$ cat src/rtl/match_ctrl_pkg.sv
// match_ctrl_pkg: shared definitions for the multi-channel match controller.
//   ch_state_e   per-channel scan state (IDLE=0, SCAN=1, HIT=2, END=3)
//   DEF_*        default widths and channel count used by the RTL parameters
package match_ctrl_pkg;

    typedef enum logic [1:0] {
        IDLE = 2'd0,
        SCAN = 2'd1,
        HIT  = 2'd2,
        END  = 2'd3
    } ch_state_e;

    localparam int unsigned DEF_NUM_CH = 2;
    localparam int unsigned DEF_ADDR_W = 10;
    localparam int unsigned DEF_CNT_W  = 3;
    localparam int unsigned DEF_STAT_W = 8;

endpackage

$ cat src/rtl/multi_match_controller_if.sv
// multi_match_controller_if: control/status bundle of the match controller.
//   start, abort, start_addr, etx, sp, match   -> controller (master drives)
//   ready, rd_en, address, char_count, done,
//   found, all_done, match_total               <- controller (slave drives)
// Optional feature: MATCH_STATS_EN adds match_total and its STAT_W parameter.
interface multi_match_controller_if
    import match_ctrl_pkg::*;
#(
    parameter int unsigned NUM_CH = DEF_NUM_CH,
    parameter int unsigned ADDR_W = DEF_ADDR_W,
    parameter int unsigned CNT_W  = DEF_CNT_W
`ifdef MATCH_STATS_EN
    ,
    parameter int unsigned STAT_W = DEF_STAT_W
`endif
);

    logic                       start;
    logic                       abort;
    logic [NUM_CH*ADDR_W-1:0]   start_addr;
    logic [NUM_CH-1:0]          etx;
    logic [NUM_CH-1:0]          sp;
    logic [NUM_CH-1:0]          match;

    logic                       ready;
    logic [NUM_CH-1:0]          rd_en;
    logic [NUM_CH*ADDR_W-1:0]   address;
    logic [NUM_CH*CNT_W-1:0]    char_count;
    logic [NUM_CH-1:0]          done;
    logic [NUM_CH-1:0]          found;
    logic                       all_done;
`ifdef MATCH_STATS_EN
    logic [NUM_CH*STAT_W-1:0]   match_total;
`endif

    modport master (
        output start, abort, start_addr, etx, sp, match,
        input  ready, rd_en, address, char_count, done, found, all_done
`ifdef MATCH_STATS_EN
        ,
        input  match_total
`endif
    );

    modport slave (
        input  start, abort, start_addr, etx, sp, match,
        output ready, rd_en, address, char_count, done, found, all_done
`ifdef MATCH_STATS_EN
        ,
        output match_total
`endif
    );

endinterface

$ cat src/rtl/match_ctrl_channel.sv
// match_ctrl_channel: one independent scan channel (IDLE/SCAN/HIT/END).
//   clock, reset        rising-edge clock, async active-low reset
//   start_acc, abort    accepted start (already gated by ready) and abort
//   start_addr          address loaded on entry to SCAN
//   etx, sp, match      this channel's end-of-text / space / match flags
//   rd_en               memory read enable, active low (0 only in SCAN)
//   address, char_count current address and characters since last space
//   done, found         finished (HIT or END) / finished on match
//   scanning            state is SCAN
//   finishing, staying  leaving SCAN via HIT/END this cycle / remaining in SCAN
//   match_total         SCAN->HIT count, saturating (MATCH_STATS_EN only)
module match_ctrl_channel
    import match_ctrl_pkg::*;
#(
    parameter int unsigned ADDR_W = DEF_ADDR_W,
    parameter int unsigned CNT_W  = DEF_CNT_W
`ifdef MATCH_STATS_EN
    ,
    parameter int unsigned STAT_W = DEF_STAT_W
`endif
) (
    input  logic              clock,
    input  logic              reset,
    input  logic              start_acc,
    input  logic              abort,
    input  logic [ADDR_W-1:0] start_addr,
    input  logic              etx,
    input  logic              sp,
    input  logic              match,
    output logic              rd_en,
    output logic [ADDR_W-1:0] address,
    output logic [CNT_W-1:0]  char_count,
    output logic              done,
    output logic              found,
    output logic              scanning,
    output logic              finishing,
    output logic              staying
`ifdef MATCH_STATS_EN
    ,
    output logic [STAT_W-1:0] match_total
`endif
);

    ch_state_e         state_q, state_d;
    logic [ADDR_W-1:0] addr_q, addr_d;
    logic [CNT_W-1:0]  cnt_q, cnt_d;

    always_ff @(posedge clock or negedge reset) begin
        if (!reset) begin
            state_q <= IDLE;
            addr_q  <= '0;
            cnt_q   <= '0;
        end else begin
            state_q <= state_d;
            addr_q  <= addr_d;
            cnt_q   <= cnt_d;
        end
    end

    always_comb begin
        state_d   = state_q;
        addr_d    = addr_q;
        cnt_d     = cnt_q;
        finishing = 1'b0;
        staying   = 1'b0;
        unique case (state_q)
            SCAN: begin
                // abort wins, then match (even with etx), then etx
                if (abort) begin
                    state_d = IDLE;
                end else if (match) begin
                    state_d   = HIT;
                    finishing = 1'b1;
                end else if (etx) begin
                    state_d   = END;
                    finishing = 1'b1;
                end else begin
                    staying = 1'b1;
                    addr_d  = addr_q + ADDR_W'(1);
                    if (sp) begin
                        cnt_d = '0;
                    end else if (cnt_q != '1) begin
                        cnt_d = cnt_q + CNT_W'(1);
                    end
                end
            end
            default: begin
                if (abort) begin
                    state_d = IDLE;
                end else if (start_acc) begin
                    state_d = SCAN;
                    addr_d  = start_addr;
                    cnt_d   = '0;
                end
            end
        endcase
    end

    assign scanning   = (state_q == SCAN);
    assign rd_en      = ~scanning;
    assign done       = (state_q == HIT) || (state_q == END);
    assign found      = (state_q == HIT);
    assign address    = addr_q;
    assign char_count = cnt_q;

`ifdef MATCH_STATS_EN
    logic [STAT_W-1:0] stat_q;

    always_ff @(posedge clock or negedge reset) begin
        if (!reset) begin
            stat_q <= '0;
        end else if (state_q == SCAN && !abort && match && stat_q != '1) begin
            stat_q <= stat_q + STAT_W'(1);
        end
    end

    assign match_total = stat_q;
`endif

endmodule

$ cat src/rtl/multi_match_controller.sv
// multi_match_controller: NUM_CH independent scan channels sharing start/abort.
//   clock, reset   rising-edge clock, async active-low reset
//   bus (slave)    start/abort/start_addr/etx/sp/match in;
//                  ready/rd_en/address/char_count/done/found/all_done out,
//                  plus match_total when MATCH_STATS_EN is defined
// ready is combinational (no channel in SCAN); all_done is a registered
// one-cycle pulse coinciding with the last channel's arrival in HIT/END.
module multi_match_controller
    import match_ctrl_pkg::*;
#(
    parameter int unsigned NUM_CH = DEF_NUM_CH,
    parameter int unsigned ADDR_W = DEF_ADDR_W,
    parameter int unsigned CNT_W  = DEF_CNT_W,
    parameter int unsigned STAT_W = DEF_STAT_W
) (
    input logic                  clock,
    input logic                  reset,
    multi_match_controller_if.slave bus
);

    if (NUM_CH < 1 || NUM_CH > 8 || ADDR_W < 1 || CNT_W < 1 || STAT_W < 1) begin : g_param_check
        $error("multi_match_controller: parameter out of range");
    end

    logic [NUM_CH-1:0]        scanning;
    logic [NUM_CH-1:0]        finishing;
    logic [NUM_CH-1:0]        staying;
    logic [NUM_CH-1:0]        rd_en_v;
    logic [NUM_CH-1:0]        done_v;
    logic [NUM_CH-1:0]        found_v;
    logic [NUM_CH*ADDR_W-1:0] addr_v;
    logic [NUM_CH*CNT_W-1:0]  cnt_v;
`ifdef MATCH_STATS_EN
    logic [NUM_CH*STAT_W-1:0] stat_v;
`endif
    logic                     start_acc;
    logic                     all_done_q;

    assign bus.ready = ~|scanning;
    assign start_acc = bus.start & bus.ready & ~bus.abort;

    for (genvar i = 0; i < NUM_CH; i++) begin : g_ch
        match_ctrl_channel #(
            .ADDR_W (ADDR_W),
            .CNT_W  (CNT_W)
`ifdef MATCH_STATS_EN
            ,
            .STAT_W (STAT_W)
`endif
        ) u_ch (
            .clock      (clock),
            .reset      (reset),
            .start_acc  (start_acc),
            .abort      (bus.abort),
            .start_addr (bus.start_addr[i*ADDR_W +: ADDR_W]),
            .etx        (bus.etx[i]),
            .sp         (bus.sp[i]),
            .match      (bus.match[i]),
            .rd_en      (rd_en_v[i]),
            .address    (addr_v[i*ADDR_W +: ADDR_W]),
            .char_count (cnt_v[i*CNT_W +: CNT_W]),
            .done       (done_v[i]),
            .found      (found_v[i]),
            .scanning   (scanning[i]),
            .finishing  (finishing[i]),
            .staying    (staying[i])
`ifdef MATCH_STATS_EN
            ,
            .match_total(stat_v[i*STAT_W +: STAT_W])
`endif
        );
    end

    // Pulse when at least one channel reaches HIT/END and none stays in SCAN.
    // finishing is already masked by abort, so an abort never produces a pulse.
    always_ff @(posedge clock or negedge reset) begin
        if (!reset) begin
            all_done_q <= 1'b0;
        end else begin
            all_done_q <= (|finishing) & ~(|staying);
        end
    end

    assign bus.all_done   = all_done_q;
    assign bus.rd_en      = rd_en_v;
    assign bus.address    = addr_v;
    assign bus.char_count = cnt_v;
    assign bus.done       = done_v;
    assign bus.found      = found_v;
`ifdef MATCH_STATS_EN
    assign bus.match_total = stat_v;
`endif

endmodule

$ cat src/flat_wrapper.sv
// flat-port wrapper written by rule: the top's interface ports become plain ports
module multi_match_controller_flat import match_ctrl_pkg::*;
#(
    parameter int unsigned NUM_CH = DEF_NUM_CH,
    parameter int unsigned ADDR_W = DEF_ADDR_W,
    parameter int unsigned CNT_W  = DEF_CNT_W,
    parameter int unsigned STAT_W = DEF_STAT_W
)
  (clock, reset, bus_start, bus_abort, bus_start_addr, bus_etx, bus_sp, bus_match, bus_ready, bus_rd_en, bus_address, bus_char_count, bus_done, bus_found, bus_all_done);
  multi_match_controller_if #(.NUM_CH(NUM_CH), .ADDR_W(ADDR_W), .CNT_W(CNT_W)) bus_i ();
  input logic clock;
  input logic reset;
  input wire logic [$bits(bus_i.start)-1:0] bus_start;
  input wire logic [$bits(bus_i.abort)-1:0] bus_abort;
  input wire logic [$bits(bus_i.start_addr)-1:0] bus_start_addr;
  input wire logic [$bits(bus_i.etx)-1:0] bus_etx;
  input wire logic [$bits(bus_i.sp)-1:0] bus_sp;
  input wire logic [$bits(bus_i.match)-1:0] bus_match;
  output wire logic [$bits(bus_i.ready)-1:0] bus_ready;
  output wire logic [$bits(bus_i.rd_en)-1:0] bus_rd_en;
  output wire logic [$bits(bus_i.address)-1:0] bus_address;
  output wire logic [$bits(bus_i.char_count)-1:0] bus_char_count;
  output wire logic [$bits(bus_i.done)-1:0] bus_done;
  output wire logic [$bits(bus_i.found)-1:0] bus_found;
  output wire logic [$bits(bus_i.all_done)-1:0] bus_all_done;
  assign bus_i.start = bus_start;
  assign bus_i.abort = bus_abort;
  assign bus_i.start_addr = bus_start_addr;
  assign bus_i.etx = bus_etx;
  assign bus_i.sp = bus_sp;
  assign bus_i.match = bus_match;
  assign bus_ready = bus_i.ready;
  assign bus_rd_en = bus_i.rd_en;
  assign bus_address = bus_i.address;
  assign bus_char_count = bus_i.char_count;
  assign bus_done = bus_i.done;
  assign bus_found = bus_i.found;
  assign bus_all_done = bus_i.all_done;
  multi_match_controller #(.NUM_CH(NUM_CH), .ADDR_W(ADDR_W), .CNT_W(CNT_W), .STAT_W(STAT_W)) u_core (.clock(clock), .reset(reset), .bus(bus_i));
endmodule
$ cat config.mk
export PLATFORM = sky130hd
export DESIGN_NAME = multi_match_controller_flat
export DESIGN_NICKNAME = d
export VERILOG_FILES = /design/src/rtl/match_ctrl_pkg.sv /design/src/rtl/multi_match_controller_if.sv /design/src/rtl/match_ctrl_channel.sv /design/src/rtl/multi_match_controller.sv /design/src/flat_wrapper.sv
export SDC_FILE = /design/constraint.sdc
export NUM_CORES = 1
export LEC_CHECK = 0
export BUFFER_PORTS_ARGS = -buffer_cell sky130_fd_sc_hd__buf_2
export CORE_MARGIN = 8
export CORE_UTILIZATION = 45
export CTS_CLUSTER_DIAMETER = 60
export DETAILED_ROUTE_END_ITERATION = 10
export GPL_ROUTABILITY_DRIVEN = 0
export GPL_TIMING_DRIVEN = 0
export PLACE_DENSITY = 0.85
export SLEW_MARGIN = 25
export SYNTH_ARGS = -nofsm -noshare
export SYNTH_HDL_FRONTEND = slang
export SYNTH_SLANG_ARGS = --single-unit
$ cat constraint.sdc
create_clock -name clock -period 1.5 [get_ports clock]
set_input_delay 0.075 -clock clock [delete_from_list [all_inputs] [get_ports clock]]
set_output_delay 0.075 -clock clock [all_outputs]
set_load 0.01 [all_outputs]
==> flow_metrics.py, run 1 <==
metrics = {
    "run_status": {
        "outcome": "complete, but fails checks",
        "violations": "negative setup slack",
    },
    "final_layout": {
        "stdcell_area_sq_um": 2560,
        "finalNetCount": 329,
        "drive_gt1_share_pct": 40.8,
        "synthToLayoutAreaGrowth_pct": 33.2,
        "final_cell_mix": "buf_2, dfrtp_1, nand2_1",
        "final_common_cell": "buf_2",
        "antenna_cells": 0,
    },
    "clock_tree": {
        "htree_levels": 2,
        "tritoncts": "built",
        "clk_latency_ns": 0.28,
        "cts-buffers-inserted": 5,
        "cts.sinks": 31,
        "clockBufferDepth": 2,
        "clk_pin_slew_ns": 0.07,
        "root_buffer": "clkbuf_8",
    },
    "job": {
        "cap_violations": 0,
    },
    "synthesis": {
        "ys_types": 40,
        "yosysTopAreaCell": "dfrtp_1",
        "async_flop_share_pct": 100,
        "synth_edf_count": 0,
        "yosysSeqAreaShare_pct": 40.4,
        "syn_area_per_cell_sq_um": 8.93,
        "synth_area_sq_um": 1920,
        "synth.top_cell.area_share_pct": 40.4,
        "synth_nets": 251,
        "syn_inst": 215,
        "yosysWarnings": 0,
        "ys_ff_latch": 31,
        "synthTopCellsByArea": "dfrtp_1, a21oi_1, nand3_1, nand2_1, o21ai_0",
        "synth_flop_cell": "dfrtp_1",
    },
    "sta": {
        "fin_ws_ns": -0.0160,
        "period_share_pct": 101,
        "hold-worst-slack_ns": 0.0252,
        "worst_pin_slew_ns": 0.708,
        "slew_viol_final": 0,
        "fin_skew_ns": 0.00902,
        "slew_headroom_pct": 52.8,
        "setup_viol": 1,
        "hold_viol": 0,
        "max_freq_mhz": 660,
        "period_needed_ns": 1.52,
        "rsz0062_at_grt": "true",
    },
    "routing": {
        "highest_layer": "met4",
        "vias": 1953,
        "wl_per_cell_microns": 16.7,
        "first_iter_violations": 148,
        "met3_length_microns": 398,
        "wl_met2_microns": 2970,
        "drt-total-wl_microns": 5740,
        "met1_length_microns": 2300,
        "drt_pass1_iterations": 4,
        "route.detailed.drc": 0,
        "drt.antenna.violating_nets": 0,
        "vias_per_cell": 5.68,
    },
    "setup_path": {
        "cp_top_family": "flip-flops",
        "critPathCaptureType": "register",
        "start_kind": "register",
        "cp.arrival_ns": 1.68,
        "crit_slowest_cell": "dfrtp_2",
        "crit_type": "register to register",
        "crit_buf_inv": 2,
        "cp_max_fo": 9,
        "cp.required_ns": 1.66,
        "path_cells": "nor2b_2 -> inv_4 -> a32oi_2 -> buf_6 -> nor2_1 -> a2bb2oi_1",
        "slowest_delay_ns": 0.45,
    },
    "die": {
        "coreArea_sq_um": 4060,
        "die_h_microns": 81.3,
        "rows": 23,
        "die_area_sq_um": 6610,
        "pin_count": 64,
        "start_util_pct": 47.3,
        "die_width_microns": 81.3,
    },
    "pwr": {
        "p_leak_nw": 1.19,
        "vdd_drop_max_mv": 0.549,
        "powerDensity_nw_per_um2": 1260,
    },
    "worst_hold_path": {
        "holdCritPathClass": "input pin to register",
    },
    "place": {
        "portBuffers": 63,
        "place_hpwl_microns": 4030,
        "dpl_cell_area_sq_um": 2300,
    },
    "global_routing": {
        "grt_max_degree": 32,
        "grt_pass1_wl_microns": 9010,
        "track_usage_pct": 17.0,
        "first_global_vias": 1941,
        "overflow": 0,
        "antenna_found_initial": 0,
    },
}
[cells in the mapped netlist (2+ instances only)]
library cell and instances:
a32oi_1 2, buf_6 2, a32o_2 2, nor3b_1 2, o21ai_0 17, o22ai_1 5, dfrtp_1 31, nand3_1 22
clkbuf_1 3, a21oi_1 23, nor2_1 17, buf_4 9, mux2i_1 3, nand4b_1 4, buf_2 4, and3_1 2
a2bb2oi_1 7, and4_1 3, nor2b_1 3, ha_1 6, nand4_1 5, a31oi_1 2, nand2_1 23, a211oi_1 2
[report_power, final]
part           internal [W]  switching, W  total, W
Clock              0.000419      0.000311  0.000730
Combinational      0.000541      0.000634   0.00118
Sequential          0.00104      0.000282   0.00133
Total               0.00201       0.00123   0.00323
[registers in the layout (all words and copies together), names as in the netlist]
signal / cells
u_core.g_ch.u_ch.char_count: 6
u_core.g_ch.u_ch.address: 20
u_core.g_ch.u_ch.state_q: 4
u_core.bus.all_done: 1
[final timing paths]
path / from / end / slack (ns) / cells past startpoint
setup / recovery: u_core.g_ch[0].u_ch.state_q[1] / u_core.g_ch[0].u_ch.address[5] / -0.02 / 6
hold / removal: bus_match[0] / u_core.g_ch[0].u_ch.state_q[0] / 0.03 / 2
setup reg to reg: u_core.g_ch[0].u_ch.state_q[1] / u_core.g_ch[0].u_ch.address[5] / -0.02 / 6
hold reg to reg: u_core.g_ch[1].u_ch.address[0] / u_core.g_ch[1].u_ch.address[0] / 0.53 / 1
max in group asynchronous: reset / u_core.g_ch[1].u_ch.state_q[1] / 0.61 / 2
min in group asynchronous: reset / u_core.g_ch[1].u_ch.address[7] / 0.39 / 2
[cell families after synthesis]
| group | Yosys count | share of synthesized area (%) |
|---|---|---|
| simple gates | 87 | 24.6 |
| compound gates | 67 | 22.5 |
| flops | 31 | 40.4 |
| buf+inv | 21 | 7.04 |
| fa+ha+maj | 6 | 3.91 |
| mux | 3 | 1.56 |
[routing by layer]
metal | vias to the layer above | track usage [%]
met1 | 929 | 19.6
met5 | - | 0
met4 | 0 | 8.57
met3 | 7 | 4.08
li1 | 949 | -
met2 | 68 | 28.7
[stage by stage]
stage	power (W)	TNS (ns)	util, %	setup slack, ns	cells
floorplan	0.00193	0	-	0.112	215
global placement	0.00236	-0.00482	56.6	-0.00482	328
detailed placement	0.00240	-0.105	56.6	-0.0419	328
CTS	0.00316	0	60.4	0.00576	339
global route	0.00345	-0.605	63.0	-0.0854	344
finish	0.00323	-0.0160	63.0	-0.0160	344
[cell type report]
class | count | area [sq um]
multi-input combinational | 163 | 1070
sequential | 31 | 779
timing repair buffer | 71 | 382
tap | 50 | 62.6
clock buffer | 8 | 100
inverter | 3 | 16.3
fill | 347 | 1500
buffer | 18 | 146
[repair_timing]
action	CTS	global route
hold buffers	1	0
pin swaps	2	7
hold endpoints to repair	31	0
setup buffers	2	3
gates cloned	0	2
endpoints found under the setup margin	9	22
resized for setup	6	30
(Power assumes the default switching activity.)
==> run 2: changes to the inputs <==
CORE_UTILIZATION = 40   (was 45)
CTS_BUF_LIST = sky130_fd_sc_hd__clkbuf_2 sky130_fd_sc_hd__clkbuf_4 sky130_fd_sc_hd__clkbuf_8   (was not set)
PLACE_DENSITY = 0.78   (was 0.85)
==> run 2 against run 1 <==
Effect of this change: the run still ends with negative setup slack left; combinational power down 3%; die area up 10%; via count up 0.51%; final area down 1.2%; critical path depth unchanged; highest routed layer unchanged.
==> flow_metrics.py, run 2 (synthesis results as in run 1) <==
metrics = {
    "run_status": {
        "outcome": "complete, but fails checks",
        "violations": "negative setup slack",
    },
    "setup_path": {
        "start_kind": "register",
        "cp_max_fo": 9,
        "crit_type": "register to register",
        "path_cells": "nor2b_4 -> inv_4 -> a32o_2 -> buf_6 -> nand4b_1 -> nand3_1",
        "slowest_delay_ns": 0.46,
        "crit_slowest_cell": "dfrtp_2",
        "cp.required_ns": 1.66,
        "critPathCaptureType": "register",
        "cp.arrival_ns": 1.67,
    },
    "clock_tree": {
        "clockBufferDepth": 2,
        "clk_pin_slew_ns": 0.07,
        "tritoncts": "built",
        "root_buffer": "clkbuf_8",
        "clk_latency_ns": 0.28,
        "cts-buffers-inserted": 5,
        "cts.sinks": 31,
        "htree_levels": 2,
    },
    "final_layout": {
        "final_common_cell": "buf_2",
        "nFillCells": 420,
        "synthToLayoutAreaGrowth_pct": 31.5,
        "final-seq-area_sq_um": 779,
        "largest_reg_flops": 20,
        "final_cell_mix": "buf_2, dfrtp_1, a21oi_1, nand2_1, nand3_1",
        "finalNetCount": 329,
        "multi_input_area_sq_um": 1040,
        "stdcell_area_sq_um": 2530,
        "antenna_cells": 0,
        "post-route-util_pct": 53.8,
        "drive_gt1_share_pct": 38.4,
    },
    "place": {
        "portBuffers": 63,
        "dpl_cell_area_sq_um": 2300,
        "place_hpwl_microns": 3970,
    },
    "sta": {
        "period_needed_ns": 1.51,
        "fin_skew_ns": 0.00462,
        "slew_headroom_pct": 50.4,
        "finalSetupTns_ns": -0.00891,
        "slew_viol_final": 0,
        "worst_pin_slew_ns": 0.744,
        "hold_viol": 0,
        "fin_ws_ns": -0.00891,
        "max_freq_mhz": 663,
        "hold-worst-slack_ns": 0.0335,
        "period_share_pct": 101,
        "setup_viol": 1,
        "rsz0062_at_grt": "true",
    },
    "routing": {
        "drt_pass1_iterations": 4,
        "vias": 1963,
        "route.detailed.drc": 0,
        "wl_per_cell_microns": 16.5,
        "drt-total-wl_microns": 5740,
        "vias_per_cell": 5.64,
        "drt.antenna.violating_nets": 0,
        "first_iter_violations": 161,
    },
    "global_routing": {
        "overflow": 0,
        "first_global_vias": 1933,
        "antenna_found_initial": 0,
        "grt_pass1_wl_microns": 9290,
        "track_usage_pct": 15.6,
        "grt_max_degree": 32,
    },
    "die": {
        "pin_count": 64,
        "die_width_microns": 85.3,
        "coreArea_sq_um": 4690,
        "die_area_sq_um": 7270,
        "rows": 25,
        "start_util_pct": 40.9,
        "die_h_microns": 85.3,
    },
    "pwr": {
        "vdd_drop_max_mv": 0.501,
        "powerDensity_nw_per_um2": 1280,
        "p_leak_nw": 1.20,
    },
    "worst_hold_path": {
        "holdCritPathClass": "input pin to register",
    },
    "job": {
        "cap_violations": 0,
    },
}
## run 2: changes by cell type in the layout (fill, tap and decap cells not counted), sizes merged
cell and delta:
buf +2, clkbuf -2
## run 2: area by class of cell
cell class	instances	share of cell area, %
plain buffers	18	5.65
well taps	54	2.67
multi-input cells	163	41.2
repair buffers	71	14.9
inverters	3	0.644
flip-flops and latches	31	30.9
clock buffers	8	4.11
## run 2: repair_timing
| item | CTS | global route |
|---|---|---|
| endpoints found under the hold margin | 31 | 0 |
| endpoints found under the setup margin | 9 | 24 |
| pin swaps | 1 | 3 |
| gates resized for setup | 6 | 16 |
| gates cloned | 0 | 2 |
| hold buffers | 1 | 0 |
| setup buffers | 1 | 4 |
## run 2: power breakdown
group / internal, W / switching [W] / total (W) / leakage, nW
Sequential: 0.00104 / 0.000283 / 0.00133 / 0.373
Combinational: 0.000530 / 0.000612 / 0.00114 / 0.767
Clock: 0.000437 / 0.000317 / 0.000754 / 0.0549
Total: 0.00201 / 0.00121 / 0.00322 / 1.20
## run 2: per-layer routing
layer	track usage, %	wire length, microns	up-vias
li1	-	-	953
met5	0	0	-
met3	2.61	271	5
met2	25.8	2880	62
met1	19.4	2530	943
met4	6.69	57	0
## run 2: critical path: cells and delay by family (launching register included)
family	cells	cell delay, ns
AOI/OAI and AO/OA	1	0.34
buffers and inverters	2	0.24
DFF	1	0.46
and+or+nand+nor	3	0.34
## run 2: path summary, 6_finish.rpt
check / start / to / slack (ns) / cells after the start
setup / recovery: u_core.g_ch[0].u_ch.state_q[1] / u_core.g_ch[0].u_ch.char_count[1] / -0.009 / 6
hold / removal: bus_match[0] / u_core.g_ch[0].u_ch.state_q[0] / 0.03 / 2
setup reg to reg: u_core.g_ch[0].u_ch.state_q[1] / u_core.g_ch[0].u_ch.char_count[1] / -0.009 / 6
hold reg to reg: u_core.g_ch[0].u_ch.address[0] / u_core.g_ch[0].u_ch.address[0] / 0.52 / 1
max in group asynchronous: reset / u_core.g_ch[1].u_ch.state_q[1] / 0.56 / 2
min in group asynchronous: reset / u_core.g_ch[0].u_ch.address[1] / 0.41 / 2
## run 2: per-stage QoR
stage	power [W]	worst slack [ns]	instances
global route	0.00341	-0.0768	348
global placement	0.00237	-0.00678	332
floorplan	0.00193	0.112	215
CTS	0.00316	0.00316	342
detailed placement	0.00240	-0.0185	332
finish	0.00322	-0.00891	348
